`src/rtl/mdio_responder_if.sv`:
```
// MDIO responder bus: pad-side MDC/MDIO, link status input and write-report outputs.
interface mdio_responder_if;
    logic        mdc;
    logic        mdio_i;
    logic        mdio_o;
    logic        mdio_oe;
    logic        link_up;
    logic        wr_strobe;
    logic [4:0]  wr_addr;
    logic [15:0] wr_data;
    logic        soft_reset;

    modport master (
        output mdc, mdio_i, link_up,
        input  mdio_o, mdio_oe, wr_strobe, wr_addr, wr_data, soft_reset
    );

    modport slave (
        input  mdc, mdio_i, link_up,
        output mdio_o, mdio_oe, wr_strobe, wr_addr, wr_data, soft_reset
    );
endinterface

```
`src/rtl/mdio_responder.sv`:
```
// Clause-22 MDIO target: oversamples MDC/MDIO, decodes frames, serves a 32x16
// register file (reg0 control, reg1 status, reg2/3 PHY ID, reg4..31 scratch).
module mdio_responder #(
    parameter logic [4:0]  PHY_ADDR       = 5'd1,
    parameter int unsigned PREAMBLE_MIN   = 32,
    parameter logic [31:0] PHY_ID         = 32'h0007C0F1,
    parameter logic [15:0] REG0_DEFAULT   = 16'h3100,
    parameter logic [15:0] STATUS_BASE    = 16'h7809,
    parameter int unsigned TIMEOUT_CYCLES = 4096
) (
    input  logic             clk,
    input  logic             rst_n,
    mdio_responder_if.slave  bus
);

    localparam int unsigned PC_W = $clog2(PREAMBLE_MIN + 1);
    localparam int unsigned TO_W = $clog2(TIMEOUT_CYCLES);
    localparam logic [PC_W-1:0] PRE_MAX = PC_W'(PREAMBLE_MIN);
    localparam logic [TO_W-1:0] TO_LAST = TO_W'(TIMEOUT_CYCLES - 1);

    localparam logic [2:0] S_IDLE  = 3'd0;
    localparam logic [2:0] S_ST    = 3'd1;
    localparam logic [2:0] S_OP    = 3'd2;
    localparam logic [2:0] S_PHYAD = 3'd3;
    localparam logic [2:0] S_REGAD = 3'd4;
    localparam logic [2:0] S_TA    = 3'd5;
    localparam logic [2:0] S_DATA  = 3'd6;

    logic [2:0]      mdc_s;
    logic [1:0]      mdio_s;
    logic            mdc_rise;
    logic            bit_in;

    logic [2:0]      state;
    logic [PC_W-1:0] pre_cnt;
    logic [TO_W-1:0] to_cnt;
    logic [3:0]      bit_cnt;
    logic            op_hi;
    logic            is_read;
    logic            addr_match;
    logic [4:0]      phyad;
    logic [4:0]      regad;
    logic [15:0]     shift;

    logic            mdio_o_q;
    logic            mdio_oe_q;
    logic            wr_strobe_q;
    logic [4:0]      wr_addr_q;
    logic [15:0]     wr_data_q;
    logic            soft_reset_q;

    logic [15:0]     reg0;
    logic [15:0]     gp_regs [4:31];

    logic [4:0]      regad_nx;
    logic [15:0]     wdata_nx;
    logic [15:0]     rd_value;
    logic            rd_act;

    assign mdc_rise = mdc_s[1] & ~mdc_s[2];
    assign bit_in   = mdio_s[1];
    assign regad_nx = {regad[3:0], bit_in};
    assign wdata_nx = {shift[14:0], bit_in};
    assign rd_act   = is_read & addr_match;

    assign bus.mdio_o     = mdio_o_q;
    assign bus.mdio_oe    = mdio_oe_q;
    assign bus.wr_strobe  = wr_strobe_q;
    assign bus.wr_addr    = wr_addr_q;
    assign bus.wr_data    = wr_data_q;
    assign bus.soft_reset = soft_reset_q;

    // Two-stage synchronisers for MDC and MDIO, plus one MDC history bit for edge detect
    always_ff @(posedge clk or negedge rst_n) begin
        if (!rst_n) begin
            mdc_s  <= '0;
            mdio_s <= '0;
        end else begin
            mdc_s  <= {mdc_s[1:0], bus.mdc};
            mdio_s <= {mdio_s[0], bus.mdio_i};
        end
    end

    // Read value for the register addressed by the REGAD bit arriving now (snapshot at E0)
    always_comb begin
        rd_value = '0;
        case (regad_nx)
            5'd0: rd_value = reg0 & 16'h7FFF;
            5'd1: begin
                rd_value    = STATUS_BASE;
                rd_value[2] = bus.link_up;
            end
            5'd2: rd_value = PHY_ID[31:16];
            5'd3: rd_value = PHY_ID[15:0];
            default: rd_value = gp_regs[regad_nx];
        endcase
    end

    // Frame decoder, turnaround/data shifter, write commit and timeout abort
    always_ff @(posedge clk or negedge rst_n) begin
        if (!rst_n) begin
            state        <= S_IDLE;
            pre_cnt      <= '0;
            to_cnt       <= '0;
            bit_cnt      <= '0;
            op_hi        <= 1'b0;
            is_read      <= 1'b0;
            addr_match   <= 1'b0;
            phyad        <= '0;
            regad        <= '0;
            shift        <= '0;
            mdio_o_q     <= 1'b0;
            mdio_oe_q    <= 1'b0;
            wr_strobe_q  <= 1'b0;
            wr_addr_q    <= '0;
            wr_data_q    <= '0;
            soft_reset_q <= 1'b0;
            reg0         <= REG0_DEFAULT;
            for (int unsigned i = 4; i < 32; i++) begin
                gp_regs[i] <= '0;
            end
        end else begin
            wr_strobe_q  <= 1'b0;
            soft_reset_q <= 1'b0;

            // Abort only fires on a cycle without a rise, so it never collides with the decoder below
            if (state == S_IDLE || mdc_rise) begin
                to_cnt <= '0;
            end else if (to_cnt == TO_LAST) begin
                to_cnt    <= '0;
                state     <= S_IDLE;
                pre_cnt   <= '0;
                mdio_oe_q <= 1'b0;
                mdio_o_q  <= 1'b0;
            end else begin
                to_cnt <= to_cnt + 1'b1;
            end

            if (mdc_rise) begin
                case (state)
                    S_IDLE: begin
                        if (bit_in) begin
                            if (pre_cnt < PRE_MAX) pre_cnt <= pre_cnt + 1'b1;
                        end else if (pre_cnt == PRE_MAX) begin
                            state   <= S_ST;
                            pre_cnt <= '0;
                        end else begin
                            pre_cnt <= '0;
                        end
                    end
                    S_ST: begin
                        bit_cnt <= '0;
                        state   <= bit_in ? S_OP : S_IDLE;
                    end
                    S_OP: begin
                        if (bit_cnt == 4'd0) begin
                            op_hi   <= bit_in;
                            bit_cnt <= 4'd1;
                        end else if (op_hi != bit_in) begin
                            is_read <= op_hi;
                            bit_cnt <= '0;
                            state   <= S_PHYAD;
                        end else begin
                            state <= S_IDLE;
                        end
                    end
                    S_PHYAD: begin
                        phyad <= {phyad[3:0], bit_in};
                        if (bit_cnt == 4'd4) begin
                            bit_cnt <= '0;
                            state   <= S_REGAD;
                        end else begin
                            bit_cnt <= bit_cnt + 1'b1;
                        end
                    end
                    S_REGAD: begin
                        regad <= regad_nx;
                        if (bit_cnt == 4'd4) begin
                            bit_cnt    <= '0;
                            state      <= S_TA;
                            addr_match <= (phyad == PHY_ADDR);
                            if (is_read && phyad == PHY_ADDR) shift <= rd_value;
                        end else begin
                            bit_cnt <= bit_cnt + 1'b1;
                        end
                    end
                    S_TA: begin
                        if (bit_cnt == 4'd0) begin
                            bit_cnt <= 4'd1;
                            if (rd_act) begin
                                mdio_oe_q <= 1'b1;
                                mdio_o_q  <= 1'b0;
                            end
                        end else begin
                            bit_cnt <= '0;
                            state   <= S_DATA;
                            if (rd_act) begin
                                mdio_o_q <= shift[15];
                                shift    <= {shift[14:0], 1'b0};
                            end
                        end
                    end
                    S_DATA: begin
                        // D15 went out at E2, so the last DATA edge releases the line instead of shifting
                        if (rd_act) begin
                            if (bit_cnt == 4'd15) begin
                                mdio_oe_q <= 1'b0;
                                mdio_o_q  <= 1'b0;
                            end else begin
                                mdio_o_q <= shift[15];
                                shift    <= {shift[14:0], 1'b0};
                            end
                        end else begin
                            shift <= wdata_nx;
                        end
                        if (bit_cnt == 4'd15) begin
                            state   <= S_IDLE;
                            pre_cnt <= '0;
                            if (!is_read && addr_match) begin
                                wr_strobe_q <= 1'b1;
                                wr_addr_q   <= regad;
                                wr_data_q   <= wdata_nx;
                                if (regad == 5'd0) begin
                                    if (wdata_nx[15]) begin
                                        reg0         <= REG0_DEFAULT;
                                        soft_reset_q <= 1'b1;
                                    end else begin
                                        reg0 <= wdata_nx;
                                    end
                                end else if (regad >= 5'd4) begin
                                    gp_regs[regad] <= wdata_nx;
                                end
                            end
                        end else begin
                            bit_cnt <= bit_cnt + 1'b1;
                        end
                    end
                    default: state <= S_IDLE;
                endcase
            end
        end
    end

endmodule

```
`src/flat_wrapper.sv`:
```
// flat-port wrapper written by rule: the top's interface ports become plain ports
module mdio_responder_flat 
#(
    parameter logic [4:0]  PHY_ADDR       = 5'd1,
    parameter int unsigned PREAMBLE_MIN   = 32,
    parameter logic [31:0] PHY_ID         = 32'h0007C0F1,
    parameter logic [15:0] REG0_DEFAULT   = 16'h3100,
    parameter logic [15:0] STATUS_BASE    = 16'h7809,
    parameter int unsigned TIMEOUT_CYCLES = 4096
)
  (clk, rst_n, bus_mdc, bus_mdio_i, bus_link_up, bus_mdio_o, bus_mdio_oe, bus_wr_strobe, bus_wr_addr, bus_wr_data, bus_soft_reset);
  mdio_responder_if bus_i ();
  input  logic clk;
  input  logic rst_n;
  input wire logic [$bits(bus_i.mdc)-1:0] bus_mdc;
  input wire logic [$bits(bus_i.mdio_i)-1:0] bus_mdio_i;
  input wire logic [$bits(bus_i.link_up)-1:0] bus_link_up;
  output wire logic [$bits(bus_i.mdio_o)-1:0] bus_mdio_o;
  output wire logic [$bits(bus_i.mdio_oe)-1:0] bus_mdio_oe;
  output wire logic [$bits(bus_i.wr_strobe)-1:0] bus_wr_strobe;
  output wire logic [$bits(bus_i.wr_addr)-1:0] bus_wr_addr;
  output wire logic [$bits(bus_i.wr_data)-1:0] bus_wr_data;
  output wire logic [$bits(bus_i.soft_reset)-1:0] bus_soft_reset;
  assign bus_i.mdc = bus_mdc;
  assign bus_i.mdio_i = bus_mdio_i;
  assign bus_i.link_up = bus_link_up;
  assign bus_mdio_o = bus_i.mdio_o;
  assign bus_mdio_oe = bus_i.mdio_oe;
  assign bus_wr_strobe = bus_i.wr_strobe;
  assign bus_wr_addr = bus_i.wr_addr;
  assign bus_wr_data = bus_i.wr_data;
  assign bus_soft_reset = bus_i.soft_reset;
  mdio_responder #(.PHY_ADDR(PHY_ADDR), .PREAMBLE_MIN(PREAMBLE_MIN), .PHY_ID(PHY_ID), .REG0_DEFAULT(REG0_DEFAULT), .STATUS_BASE(STATUS_BASE), .TIMEOUT_CYCLES(TIMEOUT_CYCLES)) u_core (.clk(clk), .rst_n(rst_n), .bus(bus_i));
endmodule
```
`config.mk`:
```
export PLATFORM = sky130hd
export DESIGN_NAME = mdio_responder_flat
export DESIGN_NICKNAME = d
export VERILOG_FILES = /design/src/rtl/mdio_responder_if.sv /design/src/rtl/mdio_responder.sv /design/src/flat_wrapper.sv
export SDC_FILE = /design/constraint.sdc
export NUM_CORES = 1
export LEC_CHECK = 0
export CORE_ASPECT_RATIO = 0.9
export CORE_MARGIN = 2
export CORE_UTILIZATION = 64
export CTS_CLUSTER_SIZE = 30
export DETAILED_ROUTE_END_ITERATION = 10
export DONT_BUFFER_PORTS = 1
export PLACE_DENSITY_LB_ADDON = 0.2
export SETUP_SLACK_MARGIN = 0.15
export SYNTH_ARGS = -nofsm -noshare
export SYNTH_HDL_FRONTEND = slang
export SYNTH_SLANG_ARGS = --single-unit
```
`constraint.sdc`:
```
create_clock -name clk -period 2.9 [get_ports clk]
set_input_delay 0.87 -clock clk [delete_from_list [all_inputs] [get_ports clk]]
set_output_delay 0.87 -clock clk [all_outputs]
set_load 0.02 [all_outputs]
```
# After elaboration in Yosys (flattened, before gate mapping)
# Index checks and enable logic that the tools add are counted.
# W data, S select, Z words.
# classes
order_cmp	5
add_sub_neg	3
eq_ne	22
mux	70
reduce_logical	22
bitwise_logic	7
# ops
op	count
$bwmux W448	1
$mux W16	9
$bmux W16 S5	1
$demux W16 S5	1
$pmux W16 S4	1
$pmux W16 S3	1
$mux W6	6
$mux W3	10
$mux W1	26
$mux W12	2
$pmux W3 S7	1
$pmux W4 S5	1
$mux W4	4
$mux W15	1
$add A12 B1 Y12 const B	1
$eq A12 B12 Y1 const B	1
$ge A6 B6 Y1 const B	2
$not A5 Y6	2
$pmux W6 S2	1
$reduce_and A4 Y1	3
$eq A5 B1 Y1 const B	2
$eq A5 B2 Y1 const B	2
$logic_not A5 Y1	2
$eq A3 B3 Y1 const B	3
other kinds (32)	45
# totals
reg_bits	547
out_inout_bits	25

# Longest topological paths before layout
# depth
word_depth	8
depth_mapped	10

# Least setup slack after synthesis
# Ideal clock, no wire load.
# synth_timing
kind	register to register
from	reg u_core.bit_cnt[0]
to	reg u_core.gp_regs[277] in the netlist's numbering
path_slack_ns	0.304
t_required_ns	2.775
stages_incl_launch_ff	9
t_arrival_ns	2.471
synth_period_minus_slack_ns	2.596
path_cell_list	dfrtp_1 -> ha_1 -> nand3_1 -> or4_4 -> buf_6 -> buf_2 -> nor4_4 -> buf_4 -> mux2_2
# synth_via
elab_chain_cells	2
# synth_rtl
element	line	text
start, declared	mdio_responder.sv:37	logic [3:0] bit_cnt;
start signal, assigned	mdio_responder.sv:173	bit_cnt <= bit_cnt + 1'b1;
start signal, assigned	mdio_responder.sv:184	bit_cnt <= bit_cnt + 1'b1;
start signal, assigned	mdio_responder.sv:235	bit_cnt <= bit_cnt + 1'b1;
$eq A4 B4 Y1	mdio_responder.sv:216	if (bit_cnt == 4'd15) begin
$reduce_and A6 Y1 (no line)	-	
end signal, assigned by index	mdio_responder.sv:231	gp_regs[regad] <= wdata_nx;
end, declared	mdio_responder.sv:53	logic [15:0] gp_regs [4:31];
# Every way passes these cells.
# A chain may end at the register's enable or synchronous reset.

# Worst setup path in the final report
# layout_timing
from	reg u_core.bit_cnt[0]
to	reg u_core.gp_regs[108] in the netlist's numbering
# Same word-level chain as after synthesis.

==> impl_metrics.env <==
export IMPL_die_h_um=192.9
export IMPL_synth_nets=1824
export IMPL_critPathRequiredTime_ps=3380
export IMPL_vias=15104
export IMPL_first_global_vias=15490
export IMPL_crit_family="simple AND/OR/NAND/NOR gates"
export IMPL_reg2reg_setup_slack_ps=270
export IMPL_n_antenna_cell=0
export IMPL_crit_cells=8
export IMPL_status="complete, but fails checks"
export IMPL_synth_cell_type_count=79
export IMPL_cpPeakStageDelay_ps=570
export IMPL_start_util_pct=64.62
export IMPL_core_um2=39280
export IMPL_first_iter_violations=1520
export IMPL_clock_path_buffers=3
export IMPL_worst_hold_path_type="primary input to async pin"
export IMPL_cp_slowest_cell="or4_4"
export IMPL_critPathLaunchType="flop"
export IMPL_drv_cap=0
export IMPL_synth_seq_cells=547
export IMPL_crit_buf_inv=2
export IMPL_vias_per_cell=6.368
export IMPL_post_cts_buffers=0
export IMPL_first_pass_iters=5
export IMPL_clk_pin_slew_ps=60
export IMPL_synth_cells=1814
export IMPL_cp_max_fo=11
export IMPL_grt_pass1_wl_um=90250
export IMPL_fin_setup_tns_ps=0
export IMPL_die_area_um2=41270
export IMPL_hpwl_um=35240
export IMPL_skew_ps=28.73
export IMPL_cts_max_level=2
export IMPL_worst_pin_slew_ps=1626
export IMPL_area_delta_synth_final_pct=10.26
export IMPL_violations="max-slew violations"
export IMPL_power_leakage_nw=13.35
export IMPL_pin_count=30
export IMPL_synthFlopType="dfrtp_1"
export IMPL_rsz0062_at_grt="false"
export IMPL_dpl_instance_area_um2=26250
export IMPL_yosys_warnings=0
export IMPL_root_buffer="clkbuf_16"
export IMPL_path_cells="ha_1, nand3_1, or4_4, inv_4, nand2_1, nor2_2, buf_4, mux2_2"
export IMPL_period_needed_ps=2629
export IMPL_die_x_um=213.9
export IMPL_synthesis_area_um2=25380
export IMPL_overflow=0
export IMPL_clk_latency_ps=610
export IMPL_timing_final_crit_share_pct=90.64
export IMPL_end_kind="flop"
export IMPL_yosysSeqAreaShare_pct=53.94
export IMPL_rows=69
export IMPL_crit_type="flop to flop"
export IMPL_fillers=2541
export IMPL_final_nets=1812
export IMPL_grt_start_max_net_pins=548
export IMPL_regToRegEndpoint="u_core.gp_regs[108]"
export IMPL_clock_sinks=547
export IMPL_final_cell_area_um2=27990
export IMPL_groute_usage_overall_pct=28.50
export IMPL_hold_viol_final=0
export IMPL_ir_drop_v=0.0004603
export IMPL_r2r_cells=8
export IMPL_antenna_left=0
export IMPL_max_slew_margin_pct=-8.377
export IMPL_max_freq_mhz=380.4
export IMPL_cp_startpoint="u_core.bit_cnt[0]"
export IMPL_crit_arrival_ps=3110
export IMPL_power_density_nw_per_um2=612.0
export IMPL_finalSetupViolCount=0
export IMPL_cts_made_buffers=53
export IMPL_globalplace_congestion=0.8713
export IMPL_synth_edf_count=0
export IMPL_slew_violations=90
export IMPL_drc=0
export IMPL_drive_gt1_share_pct=41.79
export IMPL_reg2reg_from="u_core.bit_cnt[0]"
export IMPL_avgSynthCellArea_um2=13.99
export IMPL_io_buffers=0
export IMPL_drt_total_wl_um=57540
export IMPL_avgRoutedWirePerCell_um=24.26
export IMPL_antenna_found_initial=0
export IMPL_async_flop_share_pct=100.0
export IMPL_cts_tree="built"
==> cell usage after synthesis, types with 3 or more instances <==
cell type  instances  area (µm²)
a211oi_1           7       52.55
a21oi_1           18       90.09
a22o_1             4       35.03
a22oi_1            6       45.04
a31oi_1            7       43.79
and2_1             5       31.28
and3_1             7       43.79
and4_1             6       52.55
buf_1              9       33.78
buf_2             38       190.2
buf_4             11       82.58
buf_6              6       67.56
clkbuf_1          95       356.6
dfrtp_1          544       13610
dfstp_2            3       78.83
ha_1               5       62.56
inv_1             14       52.55
mux2_2           424        4775
mux2_4            22       330.3
mux2i_1           15       150.1
mux4_2           122        2748
nand2_1          156       585.6
nand2b_1           5       31.28
nand3_1           20       100.1
nand4_1            7       43.79
nor2_1            54       202.7
nor2_2             8       50.05
nor2b_1           11       68.82
nor3_1             6       30.03
nor4_4             4       85.08
nor4b_1            3       26.28
o211ai_1           5       37.54
o21a_1             3       22.52
o21ai_0           68       340.3
o22ai_1           10       62.56
o31ai_1            8       60.06
o41ai_1            6       52.55
or2_2              5       31.28
or4_1              5       37.54
xor2_1            10       87.58
==> kinds of logic (layout without fill, tap and decap cells) <==
kind of cell,after synthesis,in the layout,share of synthesized area [%]
compound gates,167,167,4.200
xor+xnor,12,12,0.4141
fa+ha+maj,5,5,0.2465
buf+inv,177,203,3.189
flops,547,547,53.94
mux,585,585,31.62
simple gates,321,321,6.389
==> registers in the layout (all words and copies together) (netlist names), 4 cells and up <==
register,flops
u_core.gp_regs,448
u_core.bus.wr_data,16
u_core.shift,16
u_core.reg0,15
u_core.to_cnt,12
u_core.pre_cnt,6
u_core.bus.wr_addr,5
u_core.phyad,5
u_core.regad,5
u_core.bit_cnt,4
==> cell type report <==
type                            instances  area (µm²)  share of cell area [%]
Clock buffer                           80        1539                   5.499
Clock inverter                         13       155.1                  0.5544
Inverter                               17       66.31                  0.2370
Multi-Input combinational cell       1090       10900                   38.94
Sequential cell                       547       13700                   48.95
Tap cell                              532       665.6                   2.379
Timing Repair Buffer                   93       962.2                   3.438
==> per-layer routing <==
metal | routed length (µm) | part of all wire [%] | global-route usage (%) | up-vias
met5 | 0 | 0 | 0 | -
met4 | 1095 | 1.9 | 7.396 | 0
met3 | 3083 | 5.4 | 4.949 | 77
met2 | 28190 | 49 | 46.99 | 412
met1 | 25180 | 44 | 40.03 | 8026
li1 | - | - | - | 6589
==> where the power goes <==
part	internal [mW]	total, mW	switching (mW)
combinational	0.805	2.19	1.38
clock	3.91	6.77	2.86
sequential	7.79	8.17	0.383
total	12.5	17.1	4.62
==> worst register-to-register path: stages (launching register included) <==
cell and delay, ps:
dfrtp_1 410, ha_1 230, nand3_1 130, or4_4 570
inv_4 180, nand2_1 180, nor2_2 180, buf_4 270
mux2_2 370
==> cell usage in the layout, fill, tap and decap left out, types with 5 or more instances in the layout <==
master	instances
and4_1	6
xor2_1	10
nor2_1	54
o21ai_0	68
nor2_2	8
nor2b_1	11
or4_1	5
a21oi_1	18
a22oi_1	6
nand4_1	7
clkbuf_16	54
inv_1	13
a31oi_1	7
o31ai_1	8
a211oi_1	7
o22ai_1	10
nor3_1	6
nand3_1	20
buf_4	68
dfrtp_1	542
nand2_1	156
mux2_4	22
ha_1	5
nand2b_1	5
clkbuf_1	17
or2_2	5
and3_1	7
o211ai_1	5
mux4_2	122
mux2_2	424
o41ai_1	6
mux2i_1	15
buf_12	20
and2_1	5
clkbuf_8	9
clkinv_2	8
==> how the worst max path moves through the flow <==
stage / to / slack (ps)
finish: u_core.gp_regs[108] / 270
global route: u_core.gp_regs[240] / 170
floorplan: u_core.gp_regs[277] / 300
detailed placement: u_core.gp_regs[108] / 150
global placement: u_core.gp_regs[106] / 230
CTS: u_core.gp_regs[282] / 170
==> through the flow <==
stage	cells	total power [mW]	utilization, %	hold WS [ps]	worst slack (ps)
CTS	2368	17.18	71.13	-33.51	170.8
global placement	2275	10.40	66.81	338.8	231.4
global route	2372	17.75	71.24	0.5070	165.1
floorplan	1814	9.684	-	331.2	304.0
finish	2372	17.13	71.24	34.48	271.4
detailed placement	2275	10.43	66.81	345.9	150.3
==> repair_timing <==
| action | 4_1_cts | 5_1_grt |
|---|---|---|
| gates resized for setup | 1 | 1 |
| pin swaps | 0 | 1 |
| hold endpoints to repair | 97 | 7 |
| endpoints found under the setup margin | 7 | 266 |
Power figures use the tool's default switching activity.
